**src/rtl/tuart_pkg.sv**
```systemverilog
// Shared types and sizing helpers for the SUMP UART command receiver.
package tuart_pkg;

  // Bit-level receive FSM states.
  typedef enum logic [1:0] {
    BIT_IDLE,
    BIT_START,
    BIT_DATA,
    BIT_STOP
  } bit_state_e;

  // Command assembler states: expecting an opcode, or collecting arguments.
  typedef enum logic {
    ASM_OPC,
    ASM_ARG
  } asm_state_e;

  // Number of bits needed to hold values 0..max_val (at least 1).
  function automatic int cnt_width(input int max_val);
    return (max_val < 2) ? 1 : $clog2(max_val + 1);
  endfunction

  // Index of the opcode bit that marks a long command.
  function automatic int opc_long_bit(input int word_bits);
    return word_bits - 1;
  endfunction

endpackage

```
**src/rtl/tuart_rx_byte.sv**
```systemverilog
// UART frame receiver: rx synchroniser, start/data/stop bit FSM, divisor counter.
// word_stb_o / ferr_stb_o are asserted during the stop-sample cycle itself so the
// assembler can register its strobes exactly one cycle later.
module tuart_rx_byte
  import tuart_pkg::*;
#(
  parameter int WORD_BITS = 8,
  parameter int DIV_BITS  = 16
) (
  input  logic                 clk_i,
  input  logic                 rst_i,
  input  logic                 rx_i,
  input  logic [DIV_BITS-1:0]  div_i,
  output logic [WORD_BITS-1:0] word_o,
  output logic                 word_stb_o,
  output logic                 ferr_stb_o,
  output logic                 busy_o
);

  localparam int                  KW      = cnt_width(WORD_BITS - 1);
  localparam logic [KW-1:0]       K_LAST  = KW'(WORD_BITS - 1);
  localparam logic [DIV_BITS-1:0] DIV_MIN = DIV_BITS'(2);
  localparam logic [DIV_BITS-1:0] ONE     = DIV_BITS'(1);

  logic [1:0]           sync_q;
  logic                 rx_s;
  bit_state_e           state_q, state_d;
  logic [DIV_BITS-1:0]  cnt_q, cnt_d;
  logic [DIV_BITS-1:0]  div_q, div_d;
  logic [DIV_BITS-1:0]  div_eff;
  logic [KW-1:0]        bit_q, bit_d;
  logic [WORD_BITS-1:0] sh_q, sh_d;

  assign rx_s    = sync_q[1];
  assign div_eff = (div_i < DIV_MIN) ? DIV_MIN : div_i;
  assign word_o  = sh_q;
  assign busy_o  = (state_q != BIT_IDLE);

  // Two-flop synchroniser on the asynchronous rx pin, preset to the idle level.
  always_ff @(posedge clk_i or posedge rst_i) begin
    if (rst_i) begin
      sync_q <= 2'b11;
    end else begin
      // NOTE: non-blocking assignment makes every flop sample the pre-edge value,
      // so sync_q[1] really is two stages behind rx_i.
      sync_q <= {sync_q[0], rx_i};
    end
  end

  // Bit FSM state, divisor counter and shift register.
  always_ff @(posedge clk_i or posedge rst_i) begin
    if (rst_i) begin
      state_q <= BIT_IDLE;
      cnt_q   <= '0;
      div_q   <= DIV_MIN;
      bit_q   <= '0;
      sh_q    <= '0;
    end else begin
      state_q <= state_d;
      cnt_q   <= cnt_d;
      div_q   <= div_d;
      bit_q   <= bit_d;
      sh_q    <= sh_d;
    end
  end

  // Next-state logic; a sample point is reached when the down-counter hits zero.
  always_comb begin
    // NOTE: every signal gets a default before the case so no path leaves one
    // unassigned, which would otherwise infer a latch.
    state_d    = state_q;
    cnt_d      = (cnt_q != '0) ? cnt_q - ONE : cnt_q;
    div_d      = div_q;
    bit_d      = bit_q;
    sh_d       = sh_q;
    word_stb_o = 1'b0;
    ferr_stb_o = 1'b0;
    case (state_q)
      BIT_IDLE: begin
        if (!rx_s) begin
          // Divisor is frozen here; the first sample falls half a bit later.
          div_d   = div_eff;
          cnt_d   = (div_eff >> 1) - ONE;
          state_d = BIT_START;
        end
      end
      BIT_START: begin
        if (cnt_q == '0) begin
          if (rx_s) begin
            state_d = BIT_IDLE;  // glitch: line went back high
          end else begin
            cnt_d   = div_q - ONE;
            bit_d   = '0;
            state_d = BIT_DATA;
          end
        end
      end
      BIT_DATA: begin
        if (cnt_q == '0) begin
          sh_d  = {rx_s, sh_q[WORD_BITS-1:1]};
          cnt_d = div_q - ONE;
          if (bit_q == K_LAST) state_d = BIT_STOP;
          else                 bit_d   = bit_q + KW'(1);
        end
      end
      BIT_STOP: begin
        if (cnt_q == '0) begin
          state_d = BIT_IDLE;
          if (rx_s) word_stb_o = 1'b1;
          else      ferr_stb_o = 1'b1;
        end
      end
      default: state_d = BIT_IDLE;
    endcase
  end

endmodule

```
**src/rtl/tuart_rx_sump.sv**
```systemverilog
// SUMP command receiver: assembles short/long commands from UART words, reports
// framing errors and drops a partial long command after an idle timeout.
module tuart_rx_sump
  import tuart_pkg::*;
#(
  parameter int WORD_BITS   = 8,
  parameter int CMD_WORDS   = 4,
  parameter int DIV_BITS    = 16,
  parameter int TIMEOUT_CYC = 1000000
) (
  input  logic                           clk_i,
  input  logic                           rst_i,
  input  logic                           rx_i,
  input  logic [DIV_BITS-1:0]            div_i,
  output logic [WORD_BITS-1:0]           opc_o,
  output logic [WORD_BITS*CMD_WORDS-1:0] cmd_o,
  output logic                           long_o,
  output logic                           stb_o,
  output logic                           ferr_o,
  output logic                           busy_o
);

  localparam int            NW       = cnt_width(CMD_WORDS);
  localparam int            TW       = cnt_width(TIMEOUT_CYC);
  localparam int            LONG_BIT = opc_long_bit(WORD_BITS);
  localparam int            CMD_W    = WORD_BITS * CMD_WORDS;
  localparam logic [NW-1:0] N_LAST   = NW'(CMD_WORDS);
  localparam logic [TW-1:0] T_LAST   = TW'(TIMEOUT_CYC - 1);

  logic [WORD_BITS-1:0] word;
  logic                 word_stb, ferr_stb, byte_busy;

  asm_state_e           asm_q, asm_d;
  logic [NW-1:0]        n_q, n_d;
  logic [TW-1:0]        tcnt_q, tcnt_d;
  logic [WORD_BITS-1:0] opc_hold_q, opc_hold_d;
  logic [CMD_W-1:0]     args_q, args_d, args_tmp;
  logic [WORD_BITS-1:0] opc_d;
  logic [CMD_W-1:0]     cmd_d;
  logic                 long_d, stb_d, ferr_d;

  tuart_rx_byte #(
    .WORD_BITS (WORD_BITS),
    .DIV_BITS  (DIV_BITS)
  ) u_byte (
    .clk_i      (clk_i),
    .rst_i      (rst_i),
    .rx_i       (rx_i),
    .div_i      (div_i),
    .word_o     (word),
    .word_stb_o (word_stb),
    .ferr_stb_o (ferr_stb),
    .busy_o     (byte_busy)
  );

  assign busy_o = byte_busy | (n_q != '0);

  // Assembler state, timeout counter and registered outputs.
  always_ff @(posedge clk_i or posedge rst_i) begin
    if (rst_i) begin
      asm_q      <= ASM_OPC;
      n_q        <= '0;
      tcnt_q     <= '0;
      opc_hold_q <= '0;
      args_q     <= '0;
      opc_o      <= '0;
      cmd_o      <= '0;
      long_o     <= 1'b0;
      stb_o      <= 1'b0;
      ferr_o     <= 1'b0;
    end else begin
      asm_q      <= asm_d;
      n_q        <= n_d;
      tcnt_q     <= tcnt_d;
      opc_hold_q <= opc_hold_d;
      args_q     <= args_d;
      opc_o      <= opc_d;
      cmd_o      <= cmd_d;
      long_o     <= long_d;
      stb_o      <= stb_d;
      ferr_o     <= ferr_d;
    end
  end

  // Command assembly: framing error first, then valid words, then idle timeout.
  always_comb begin
    asm_d      = asm_q;
    n_d        = n_q;
    tcnt_d     = tcnt_q;
    opc_hold_d = opc_hold_q;
    args_d     = args_q;
    opc_d      = opc_o;
    cmd_d      = cmd_o;
    long_d     = long_o;
    stb_d      = 1'b0;
    ferr_d     = 1'b0;
    args_tmp   = args_q;
    for (int i = 0; i < CMD_WORDS; i++) begin
      if (n_q == NW'(i + 1)) args_tmp[i*WORD_BITS +: WORD_BITS] = word;
    end

    if (ferr_stb) begin
      ferr_d = 1'b1;
      asm_d  = ASM_OPC;
      n_d    = '0;
      tcnt_d = '0;
    end else if (word_stb) begin
      tcnt_d = '0;
      if (asm_q == ASM_OPC) begin
        if (word[LONG_BIT]) begin
          asm_d      = ASM_ARG;
          n_d        = NW'(1);
          opc_hold_d = word;
          args_d     = '0;
        end else begin
          stb_d  = 1'b1;
          opc_d  = word;
          cmd_d  = '0;
          long_d = 1'b0;
        end
      end else if (n_q == N_LAST) begin
        stb_d  = 1'b1;
        opc_d  = opc_hold_q;
        cmd_d  = args_tmp;
        long_d = 1'b1;
        asm_d  = ASM_OPC;
        n_d    = '0;
      end else begin
        args_d = args_tmp;
        n_d    = n_q + NW'(1);
      end
    end else if (asm_q == ASM_ARG && !byte_busy) begin
      // Only bit-idle cycles count; a frame in flight pauses the timeout.
      if (tcnt_q == T_LAST) begin
        asm_d  = ASM_OPC;
        n_d    = '0;
        tcnt_d = '0;
      end else begin
        tcnt_d = tcnt_q + TW'(1);
      end
    end
  end

endmodule

```
**config.mk**
```make
export PLATFORM = sky130hd
export DESIGN_NAME = tuart_rx_sump
export DESIGN_NICKNAME = d
export VERILOG_FILES = /design/src/rtl/tuart_pkg.sv /design/src/rtl/tuart_rx_byte.sv /design/src/rtl/tuart_rx_sump.sv
export SDC_FILE = /design/constraint.sdc
export NUM_CORES = 1
export LEC_CHECK = 0
export BUFFER_PORTS_ARGS = -buffer_cell sky130_fd_sc_hd__buf_4
export CAP_MARGIN = 15
export CORE_MARGIN = 2
export CORE_UTILIZATION = 35
export DETAILED_ROUTE_END_ITERATION = 8
export SLEW_MARGIN = 20
export SYNTH_ARGS = -nofsm -noshare
export SYNTH_HDL_FRONTEND = slang
export SYNTH_SLANG_ARGS = --single-unit
```
**constraint.sdc**
```tcl
create_clock -name clk_i -period 6.3 [get_ports clk_i]
set_clock_uncertainty 0.2 [all_clocks]
set_input_delay 0.945 -clock clk_i [delete_from_list [all_inputs] [get_ports clk_i]]
set_output_delay 0.945 -clock clk_i [all_outputs]
set_load 0.05 [all_outputs]
```
==> flow_summary.json, run 1 <==
{
  "result_of_the_run": "completed",
  "gr-usage-all-layers_pct": 16.57,
  "clk_path_buf_depth": 2,
  "synth_sequential_area_ratio_pct": 46.94,
  "buffer_ports.inserted": 62,
  "netlist.area_leader.share_pct": 45.93,
  "netlist_top_cells_area": "sky130_fd_sc_hd__dfrtp_1 46%, sky130_fd_sc_hd__nand2_1 5.2%, sky130_fd_sc_hd__o31ai_1 3.8%",
  "finish.utilization_pct": 41.27,
  "clkSinkCount": 146,
  "antenna_found_initial": 0,
  "power_mw": 2.833,
  "grt_pass1_vias": 6056,
  "synth-warning-count": 0,
  "grt-ovfl-total": 0,
  "drt-total-wl_um": 18820,
  "reg2reg_to": "args_q[20]$_DFFE_PP0P_",
  "async_reset_ff_share_pct": 100.0,
  "synthesis.instances": 789,
  "route.detailed.wl_per_inst_um": 16.86,
  "p_int_mw": 1.879,
  "netlist-cell-type-count": 64,
  "p_switching_mw": 0.9538,
  "die_area_sq_um": 23470,
  "layout.cells.most_common_list": "143 x sky130_fd_sc_hd__dfrtp_1, 107 x sky130_fd_sc_hd__nand2_1, 68 x sky130_fd_sc_hd__buf_4",
  "flow.area_growth_from_synthesis_pct": 15.59,
  "worstSkewPairLatency_ns": 0.43,
  "rsz0062_at_grt": "no",
  "starting_density_pct": 35.70,
  "timing_max_transition_violations_final": 0,
  "setup.worst_path.start_class": "primary input",
  "worst-endpoint-required_ns": 6.41,
  "antennaDiodeCount": 0,
  "timing.hold.worst_path_depth": 0,
  "grt_pass1_wl_um": 31630,
  "mostFrequentLayoutCell": "sky130_fd_sc_hd__dfrtp_1",
  "setup-tns-final_ns": 0,
  "post_synth_instance_area_sq_um": 7791,
  "arr_time_crit_path_ns": 3.60,
  "syn_nets": 825,
  "preCtsSetupSlack_ns": 2.371,
  "ant_nets": 0,
  "drive_gt1_share_pct": 16.27,
  "comb_power_share_pct": 24.6,
  "switching_share_pct": 33.67,
  "synth-main-ff-cell": "sky130_fd_sc_hd__dfrtp_1",
  "fin_nets": 860,
  "gpl.final_weighted_congestion": 0.8167,
  "boundaryPins": 63,
  "cts.clk_slew.worst_paths_ns": 0.06,
  "total_via_count_in_the_routed_design": 6058,
  "power_leakage_nw": 3.914,
  "max-slew-margin-rel_pct": 36.41,
  "p_clk_share_pct": 34.0,
  "die_h_um": 153.2,
  "timing.hold.worst.class": "flip-flop to flip-flop",
  "critPathCaptureType": "flip-flop",
  "worstRegToRegCells": 5,
  "share_seq_of_total_power_pct": 41.3,
  "grt_max_degree": 89,
  "viasPerCell": 5.428,
  "maxCapViolCount": 0,
  "place_hpwl_um": 12510,
  "avgSynthCellArea_sq_um": 9.875,
  "numCtsBuffers": 17,
  "post_cts_resized": 0,
  "min-delay-start": "u_byte.sync_q[0]$_DFF_PP1_",
  "worstMarginPinSlew_ns": 0.9516,
  "clock.fmax_ghz": 0.2870,
  "worstReg2RegStart": "u_byte.cnt_q[4]$_DFF_PP0_",
  "dieWidth_um": 153.2,
  "htree_levels": 4,
  "ctsHoldBuffers": 0,
  "whs_endpoint": "u_byte.sync_q[1]$_DFF_PP1_",
  "dr.pass1.iters": 5,
  "synth_edf_count": 0,
  "power-per-cell-area_nw_per_um2": 314.5,
  "cts_root_buffer": "sky130_fd_sc_hd__clkbuf_16",
  "critical_path_peak_fanout": 6,
  "final_critical_path_setup_slack_ns": 2.816,
  "final_report_setup_violation_count": 0,
  "core_sq_um": 21820,
  "vdd_ir_drop_max_mv": 0.2083,
  "synth.largest_area_cell": "sky130_fd_sc_hd__dfrtp_1",
  "layout_worst_path_cycle_share_pct": 55.30,
  "post-cts-setup-buffers": 0,
  "reg2reg_setup_slack_ns": 2.82,
  "cts_tree": "done",
  "hold_viol": 0,
  "period_minus_slack_ns": 3.484,
  "detailedRoute.firstIterationViolations": 334,
  "setup.worst_path.class": "primary input to flip-flop",
  "route.detailed.drc": 0,
  "row_count": 54,
  "postSynthRegisterBits": 146
}
routing by layer:
| layer | wire [um] | GRT usage (%) | vias to the layer above |
|---|---|---|---|
| li1 | - | - | 2998 |
| met1 | 9061 | 22.20 | 2949 |
| met2 | 8952 | 27.36 | 92 |
| met3 | 558 | 3.176 | 19 |
| met4 | 248 | 4.894 | 0 |
| met5 | 0 | 0 | - |
synth_stat cells, drive strengths merged, types with 15 or more instances:
cell	count
a22oi	19
nand3	20
inv	16
or4	25
a21oi	46
clkbuf	42
o31ai	40
xor2	15
ha	17
nor4	17
o2bb2ai	25
o21ai	29
xnor2	18
nor2	26
dfrtp	143
mux2	17
mux2i	23
nand2	107
nor3	16
cell families after synthesis:
| group | Yosys count | synth area share [%] |
|---|---|---|
| AO/OA/AOI/OAI | 209 | 19.09 |
| XOR/XNOR | 33 | 3.710 |
| adder cells (fa/ha/maj) | 17 | 2.730 |
| buffers and inverters | 69 | 3.485 |
| flip-flops | 146 | 46.94 |
| multiplexers | 40 | 5.412 |
| AND/OR/NAND/NOR | 275 | 18.63 |
stage by stage:
step,instance area (sq um),cells,hold slack [ns]
after detailed placement,8454,1085,0.1481
after global routing,9006,1116,0.1587
final,9006,1116,0.1565
after global placement,8454,1085,0.1466
after floorplan,7791,789,0.1452
after CTS,9006,1116,0.1565
state kept, by name, indices dropped and copies added, names as in the netlist, named ones only:
name	flops
u_byte.div_q	16
tcnt_q	20
long_o	1
args_q	24
u_byte.bit_q	3
opc_o	8
asm_q	1
ferr_o	1
opc_hold_q	8
u_byte.cnt_q	16
u_byte.state_q	1
cmd_o	32
u_byte.word_o	8
n_q	3
u_byte.sync_q	2
stb_o	1
worst max-delay path, stage by stage:
cell and delay, ns:
sky130_fd_sc_hd__buf_4 0.13, sky130_fd_sc_hd__or4_1 0.62, sky130_fd_sc_hd__nor4b_1 0.63, sky130_fd_sc_hd__a21oi_1 0.23, sky130_fd_sc_hd__ha_1 0.33, sky130_fd_sc_hd__nand2b_1 0.15
sky130_fd_sc_hd__or4_4 0.15, sky130_fd_sc_hd__or4_1 0.09, sky130_fd_sc_hd__a21oi_1 0.06, sky130_fd_sc_hd__a221o_1 0.26
power by group through the flow:
stage	clock, mW	combinational [mW]	sequential [mW]
CTS	0.990	0.701	1.17
global placement	0	0.690	1.18
global route	1.03	0.790	1.19
finish	0.964	0.697	1.17
floorplan	0	0.535	1.15
detailed placement	0	0.697	1.19
cell type report:
cell class,count,area [sq um]
Timing Repair Buffer,68,510.5
Inverter,17,68.82
Clock buffer,19,442.9
Multi-Input combinational cell,574,3867
Tap cell,280,350.3
Clock inverter,12,108.9
Fill cell,2158,12820
Sequential cell,146,3657
worst max path at each step:
stage | from | end | slack [ns] | depth (start not counted)
floorplan | rst_i | asynchronous set/reset pin | 1.24 | 1
global placement | div_i[10] | u_byte.cnt_q[14]$_DFF_PP0_ | 2.44 | 10
detailed placement | div_i[10] | u_byte.cnt_q[14]$_DFF_PP0_ | 2.37 | 10
CTS | u_byte.cnt_q[4]$_DFF_PP0_ | args_q[20]$_DFFE_PP0P_ | 2.78 | 5
global route | u_byte.cnt_q[4]$_DFF_PP0_ | u_byte.cnt_q[7]$_DFF_PP0_ | 2.46 | 5
finish | div_i[10] | u_byte.cnt_q[14]$_DFF_PP0_ | 2.82 | 10
No activity file was read; power rests on OpenSTA's default activity.
==> run 2, diff against run 1 <==
clock period = 3.3 ns   (was 6.3 ns; I/O delays follow)
==> run 2 against run 1 <==
  * Highest routed layer unchanged
  * Sequential power grew 91%
  * Critical endpoint is now opc_o[7]$_DFFE_PP0P_
  * Utilization rose by 0.94 points
  * Setup slack got worse by 2.4 ns
==> flow_summary.json, run 2 (synthesized netlist as in run 1, its figures left out) <==
{
  "top_regs": "cmd_o x32, args_q x24, tcnt_q x20",
  "die_h_um": 153.2,
  "dr.pass1.iters": 4,
  "worstSkewPairLatency_ns": 0.42,
  "clk_path_buf_depth": 2,
  "final_report_setup_violation_count": 0,
  "power_leakage_nw": 4.029,
  "layout.cells.most_common_list": "143 x sky130_fd_sc_hd__dfrtp_1, 107 x sky130_fd_sc_hd__nand2_1, 84 x sky130_fd_sc_hd__buf_4",
  "timing.hold.worst.class": "primary input to flip-flop",
  "route.detailed.drc": 0,
  "grt_pass1_wl_um": 31970,
  "grt_pass1_vias": 6099,
  "boundaryPins": 63,
  "viasPerCell": 5.426,
  "setup.worst_path.start_class": "flip-flop",
  "grt_max_degree": 147,
  "drive_gt1_share_pct": 17.92,
  "p_int_mw": 3.756,
  "comb_power_share_pct": 24.6,
  "row_count": 54,
  "dieWidth_um": 153.2,
  "hold_viol": 0,
  "ctsHoldBuffers": 1,
  "reg2reg_setup_slack_ns": 0.44,
  "p_switching_mw": 1.808,
  "arr_time_crit_path_ns": 3.02,
  "switching_share_pct": 32.49,
  "critPathLaunch": "u_byte.cnt_q[7]$_DFF_PP0_",
  "flow.area_growth_from_synthesis_pct": 18.23,
  "route.detailed.wl_per_inst_um": 16.55,
  "number_of_flip_flops_under_the_largest_register_name": 32,
  "layout_worst_path_cycle_share_pct": 86.79,
  "rsz0062_at_grt": "no",
  "fin_nets": 879,
  "worst-endpoint-required_ns": 3.46,
  "post_cts_resized": 0,
  "htree_levels": 4,
  "period_minus_slack_ns": 2.864,
  "antenna_found_initial": 0,
  "gr-usage-all-layers_pct": 16.50,
  "mostFrequentLayoutCell": "sky130_fd_sc_hd__dfrtp_1",
  "place.detailed.instances": 1103,
  "setup.worst_path.class": "flip-flop to flip-flop",
  "crit_path_end": "opc_o[7]$_DFFE_PP0P_",
  "numCtsBuffers": 17,
  "maxCapViolCount": 0,
  "layout.cells.non_filler": 1134,
  "critical_path_peak_fanout": 9,
  "reg2reg_to": "opc_o[7]$_DFFE_PP0P_",
  "starting_density_pct": 35.70,
  "power-per-cell-area_nw_per_um2": 604.1,
  "place_hpwl_um": 12520,
  "drt-total-wl_um": 18760,
  "worstReg2RegStart": "u_byte.cnt_q[7]$_DFF_PP0_",
  "share_seq_of_total_power_pct": 40.2,
  "timing_max_transition_violations_final": 0,
  "result_of_the_run": "completed",
  "worstRegToRegCells": 5,
  "critPathCaptureType": "flip-flop",
  "p_clk_share_pct": 35.2,
  "registers.top_by_ff_count": "cmd_o",
  "die_area_sq_um": 23470,
  "worstMarginPinSlew_ns": 0.8236,
  "total_via_count_in_the_routed_design": 6153,
  "antennaDiodeCount": 0,
  "detailedRoute.firstIterationViolations": 377,
  "gpl.final_weighted_congestion": 0.8562,
  "buffer_ports.inserted": 62,
  "grt-ovfl-total": 0,
  "clock.fmax_ghz": 0.3491,
  "max-slew-margin-rel_pct": 44.59,
  "clkSinkCount": 146,
  "post-cts-setup-buffers": 0,
  "vdd_ir_drop_max_mv": 0.3499,
  "cts.clk_slew.worst_paths_ns": 0.06,
  "ant_nets": 0,
  "core_sq_um": 21820,
  "cts_root_buffer": "sky130_fd_sc_hd__clkbuf_16",
  "setup-tns-final_ns": 0,
  "cts_tree": "done"
}
-- run 2: worst max-delay path: stages (launching register included) --
cell and delay (ns):
sky130_fd_sc_hd__dfrtp_1 0.44, sky130_fd_sc_hd__or4_4 0.59, sky130_fd_sc_hd__or4_4 0.56, sky130_fd_sc_hd__nor3_1 0.33, sky130_fd_sc_hd__and3_1 0.48, sky130_fd_sc_hd__a22o_1 0.19
-- run 2: worst min path at each step --
| stage | startpoint | end | slack (ns) | cells after the start |
|---|---|---|---|---|
| 3_5_place_dp | u_byte.sync_q[0]$_DFF_PP1_ | u_byte.sync_q[1]$_DFF_PP1_ | 0.15 | 0 |
| 5_1_grt | div_i[6] | u_byte.div_q[6]$_DFFE_PP0P_ | 0.11 | 3 |
| 3_3_place_gp | u_byte.sync_q[0]$_DFF_PP1_ | u_byte.sync_q[1]$_DFF_PP1_ | 0.15 | 0 |
| 4_1_cts | div_i[6] | u_byte.div_q[6]$_DFFE_PP0P_ | 0.08 | 3 |
| 2_1_floorplan | u_byte.sync_q[0]$_DFF_PP1_ | u_byte.sync_q[1]$_DFF_PP1_ | 0.15 | 0 |
| 6_report | div_i[6] | u_byte.div_q[6]$_DFFE_PP0P_ | 0.1 | 3 |
-- run 2: area by class of cell --
cell class | count | area [sq um]
Inverter | 17 | 67.56
Sequential cell | 146 | 3657
Timing Repair Buffer | 87 | 680.7
Multi-Input combinational cell | 574 | 3867
Clock buffer | 18 | 429.2
Tap cell | 280 | 350.3
Fill cell | 2150 | 12610
Clock inverter | 12 | 158.9
-- run 2: power groups by stage --
stage | clock network, mW | logic, mW | registers, mW
2_1_floorplan | 0 | 1.02 | 2.19
3_3_place_gp | 0 | 1.35 | 2.26
4_1_cts | 2.02 | 1.37 | 2.23
3_5_place_dp | 0 | 1.36 | 2.26
5_1_grt | 2.08 | 1.53 | 2.27
6_report | 1.96 | 1.37 | 2.24
-- run 2: layer usage --
metal	routed length (um)	part of all wire [%]	track usage [%]
met2	9284	49	27.81
met3	524	2.8	2.892
met1	8802	47	22.33
met4	150	0.80	3.527
met5	0	0	0
-- run 2: through the flow --
stage                     instance area (sq um)  total power [mW]  hold WS, ns  setup slack (ns)  util, %
after global placement                     8613             3.612       0.1460            0.3004    39.47
after CTS                                  9211             5.618      0.08044            0.4633    42.21
after floorplan                            7795             3.210       0.1452            0.3091        -
final                                      9211             5.564      0.09723            0.4358    42.21
after detailed placement                   8613             3.619       0.1512            0.2658    39.47
after global routing                       9211             5.875       0.1071            0.2944    42.21
==> run 3, diff against run 2 <==
CORE_MARGIN = default   (was 2)
TNS_END_PERCENT = 50   (was default)
==> run 3 against run 2 <==
  * Die area fell by 2.6%
  * Largest power group unchanged
  * Sequential power about the same
  * Register-to-register slack better by 0.03 ns
  * Clock-buffer cell count up 2
  * Global-route usage is 1.0 points higher
  * Setup slack better by 0.030 ns
  * Total power shrank 1.6%
==> flow_summary.json, run 3 (synthesized netlist as in run 1, its figures left out) <==
{
  "grt_pass1_wl_um": 31050,
  "cts_tree": "done",
  "antenna_found_initial": 0,
  "arr_time_crit_path_ns": 3.00,
  "power_mw": 5.474,
  "row_count": 54,
  "antennaDiodeCount": 0,
  "boundaryPins": 63,
  "cts_root_buffer": "sky130_fd_sc_hd__clkbuf_16",
  "viasPerCell": 5.453,
  "post-cts-setup-buffers": 0,
  "maxCapViolCount": 0,
  "registers.top_by_ff_count": "cmd_o",
  "worstMarginPinSlew_ns": 0.9509,
  "worst_hold_slack_ns": 0.06427,
  "layout_worst_path_cycle_share_pct": 85.89,
  "grt-ovfl-total": 0,
  "cts.clk_slew.worst_paths_ns": 0.06,
  "timing_max_transition_violations_final": 0,
  "dr.pass1.iters": 7,
  "grt_pass1_vias": 5949,
  "setup-tns-final_ns": 0,
  "timing.hold.worst.class": "primary input to asynchronous set/reset pin",
  "flow.area_growth_from_synthesis_pct": 18.26,
  "route.detailed.drc": 0,
  "max-slew-margin-rel_pct": 36.47,
  "drt-total-wl_um": 18830,
  "detailedRoute.firstIterationViolations": 386,
  "worst-endpoint-required_ns": 3.47,
  "period_minus_slack_ns": 2.834,
  "starting_density_pct": 35.70,
  "clk_path_buf_depth": 2,
  "setup.worst_path.start_class": "flip-flop",
  "die_area_sq_um": 22860,
  "layout.cells.most_common_list": "143 x sky130_fd_sc_hd__dfrtp_1, 107 x sky130_fd_sc_hd__nand2_1, 85 x sky130_fd_sc_hd__buf_4",
  "power_leakage_nw": 4.043,
  "final_report_setup_violation_count": 0,
  "hold_viol": 0,
  "core_sq_um": 21820,
  "numCtsBuffers": 17,
  "number_of_flip_flops_under_the_largest_register_name": 32,
  "ant_nets": 0,
  "vdd_ir_drop_max_mv": 0.3404,
  "gpl.final_weighted_congestion": 0.8236,
  "layout.cells.non_filler": 1138,
  "gr-usage-all-layers_pct": 17.50,
  "htree_levels": 4,
  "power-per-cell-area_nw_per_um2": 594.1,
  "fin_nets": 881,
  "top_regs": "cmd_o x32, args_q x24, tcnt_q x20",
  "place_hpwl_um": 12710,
  "drive_gt1_share_pct": 18.30,
  "worstSkewPairLatency_ns": 0.43,
  "result_of_the_run": "completed",
  "critical_path_peak_fanout": 9,
  "route.detailed.wl_per_inst_um": 16.55,
  "setup.worst_path.class": "flip-flop to flip-flop",
  "critPathCaptureType": "flip-flop",
  "finish.utilization_pct": 42.22,
  "total_via_count_in_the_routed_design": 6206,
  "clock.fmax_ghz": 0.3528,
  "place.detailed.instances": 1105,
  "clkSinkCount": 146,
  "die_h_um": 151.2,
  "grt_max_degree": 52,
  "rsz0062_at_grt": "no",
  "mostFrequentLayoutCell": "sky130_fd_sc_hd__dfrtp_1",
  "dieWidth_um": 151.2,
  "buffer_ports.inserted": 62
}
-- run 3: changes by cell type in the layout (fill, tap and decap cells not counted), moves of 2 or more --
cell	delta
sky130_fd_sc_hd__clkinv_2	+4
sky130_fd_sc_hd__bufinv_16	-2
sky130_fd_sc_hd__clkbuf_8	+2
sky130_fd_sc_hd__clkinvlp_4	-2
-- run 3: final timing paths --
kind                                       startpoint                            to  slack (ns)  depth (start not counted)
min reg2reg                u_byte.sync_q[0]$_DFF_PP1_    u_byte.sync_q[1]$_DFF_PP1_        0.16                          0
max                         u_byte.cnt_q[7]$_DFF_PP0_         cmd_o[28]$_DFFE_PP0P_        0.47                          5
max reg2reg                 u_byte.cnt_q[7]$_DFF_PP0_         cmd_o[28]$_DFFE_PP0P_        0.47                          5
max in group asynchronous                       rst_i    u_byte.sync_q[0]$_DFF_PP1_        2.08                          3
min in group clk_i                          div_i[11]  u_byte.div_q[11]$_DFFE_PP0P_        0.08                          3
min                                             rst_i          cmd_o[7]$_DFFE_PP0P_        0.06                          2
-- run 3: timing repair --
| item | 4_1_cts | 5_1_grt |
|---|---|---|
| hold buffers | 1 | 0 |
| endpoints found under the hold margin | 1 | 0 |
| resized for setup | 0 | 0 |
-- run 3: layout make-up --
class	instances	area [sq um]
clock buffer	20	456.7
clock inverter	12	106.4
multi-input combinational	574	3867
sequential	146	3657
timing repair buffer	89	708.2
tap	280	350.3
fill	2121	12610
inverter	17	67.56
-- run 3: stage by stage --
step                cell area (sq um)  worst slack, ns
finish                           9214           0.4658
global route                     9214           0.3160
CTS                              9214           0.4898
detailed placement               8641           0.2546
global placement                 8641           0.2564
floorplan                        7795           0.3091
-- run 3: routing by layer --
metal / GRT usage (%) / vias up / wire length [um]
met5: 0 / - / 0
met4: 5.100 / 0 / 174
met3: 3.434 / 13 / 703
met2: 28.06 / 121 / 8956
met1: 23.80 / 3041 / 8997
li1: - / 3031 / -
-- run 3: worst max-delay path, stage by stage, from the launching register on --
cell,delay (ns)
sky130_fd_sc_hd__dfrtp_1,0.44
sky130_fd_sc_hd__or4_4,0.58
sky130_fd_sc_hd__or4_4,0.56
sky130_fd_sc_hd__nor3_1,0.32
sky130_fd_sc_hd__and3_1,0.47
sky130_fd_sc_hd__a22o_1,0.19
-- run 3: report_power, final --
part           switching (mW)  internal, mW  leakage [nW]
registers               0.250          1.99          1.98
logic                   0.778         0.583          1.77
clock network           0.793          1.08         0.286
total                    1.82          3.65          4.04
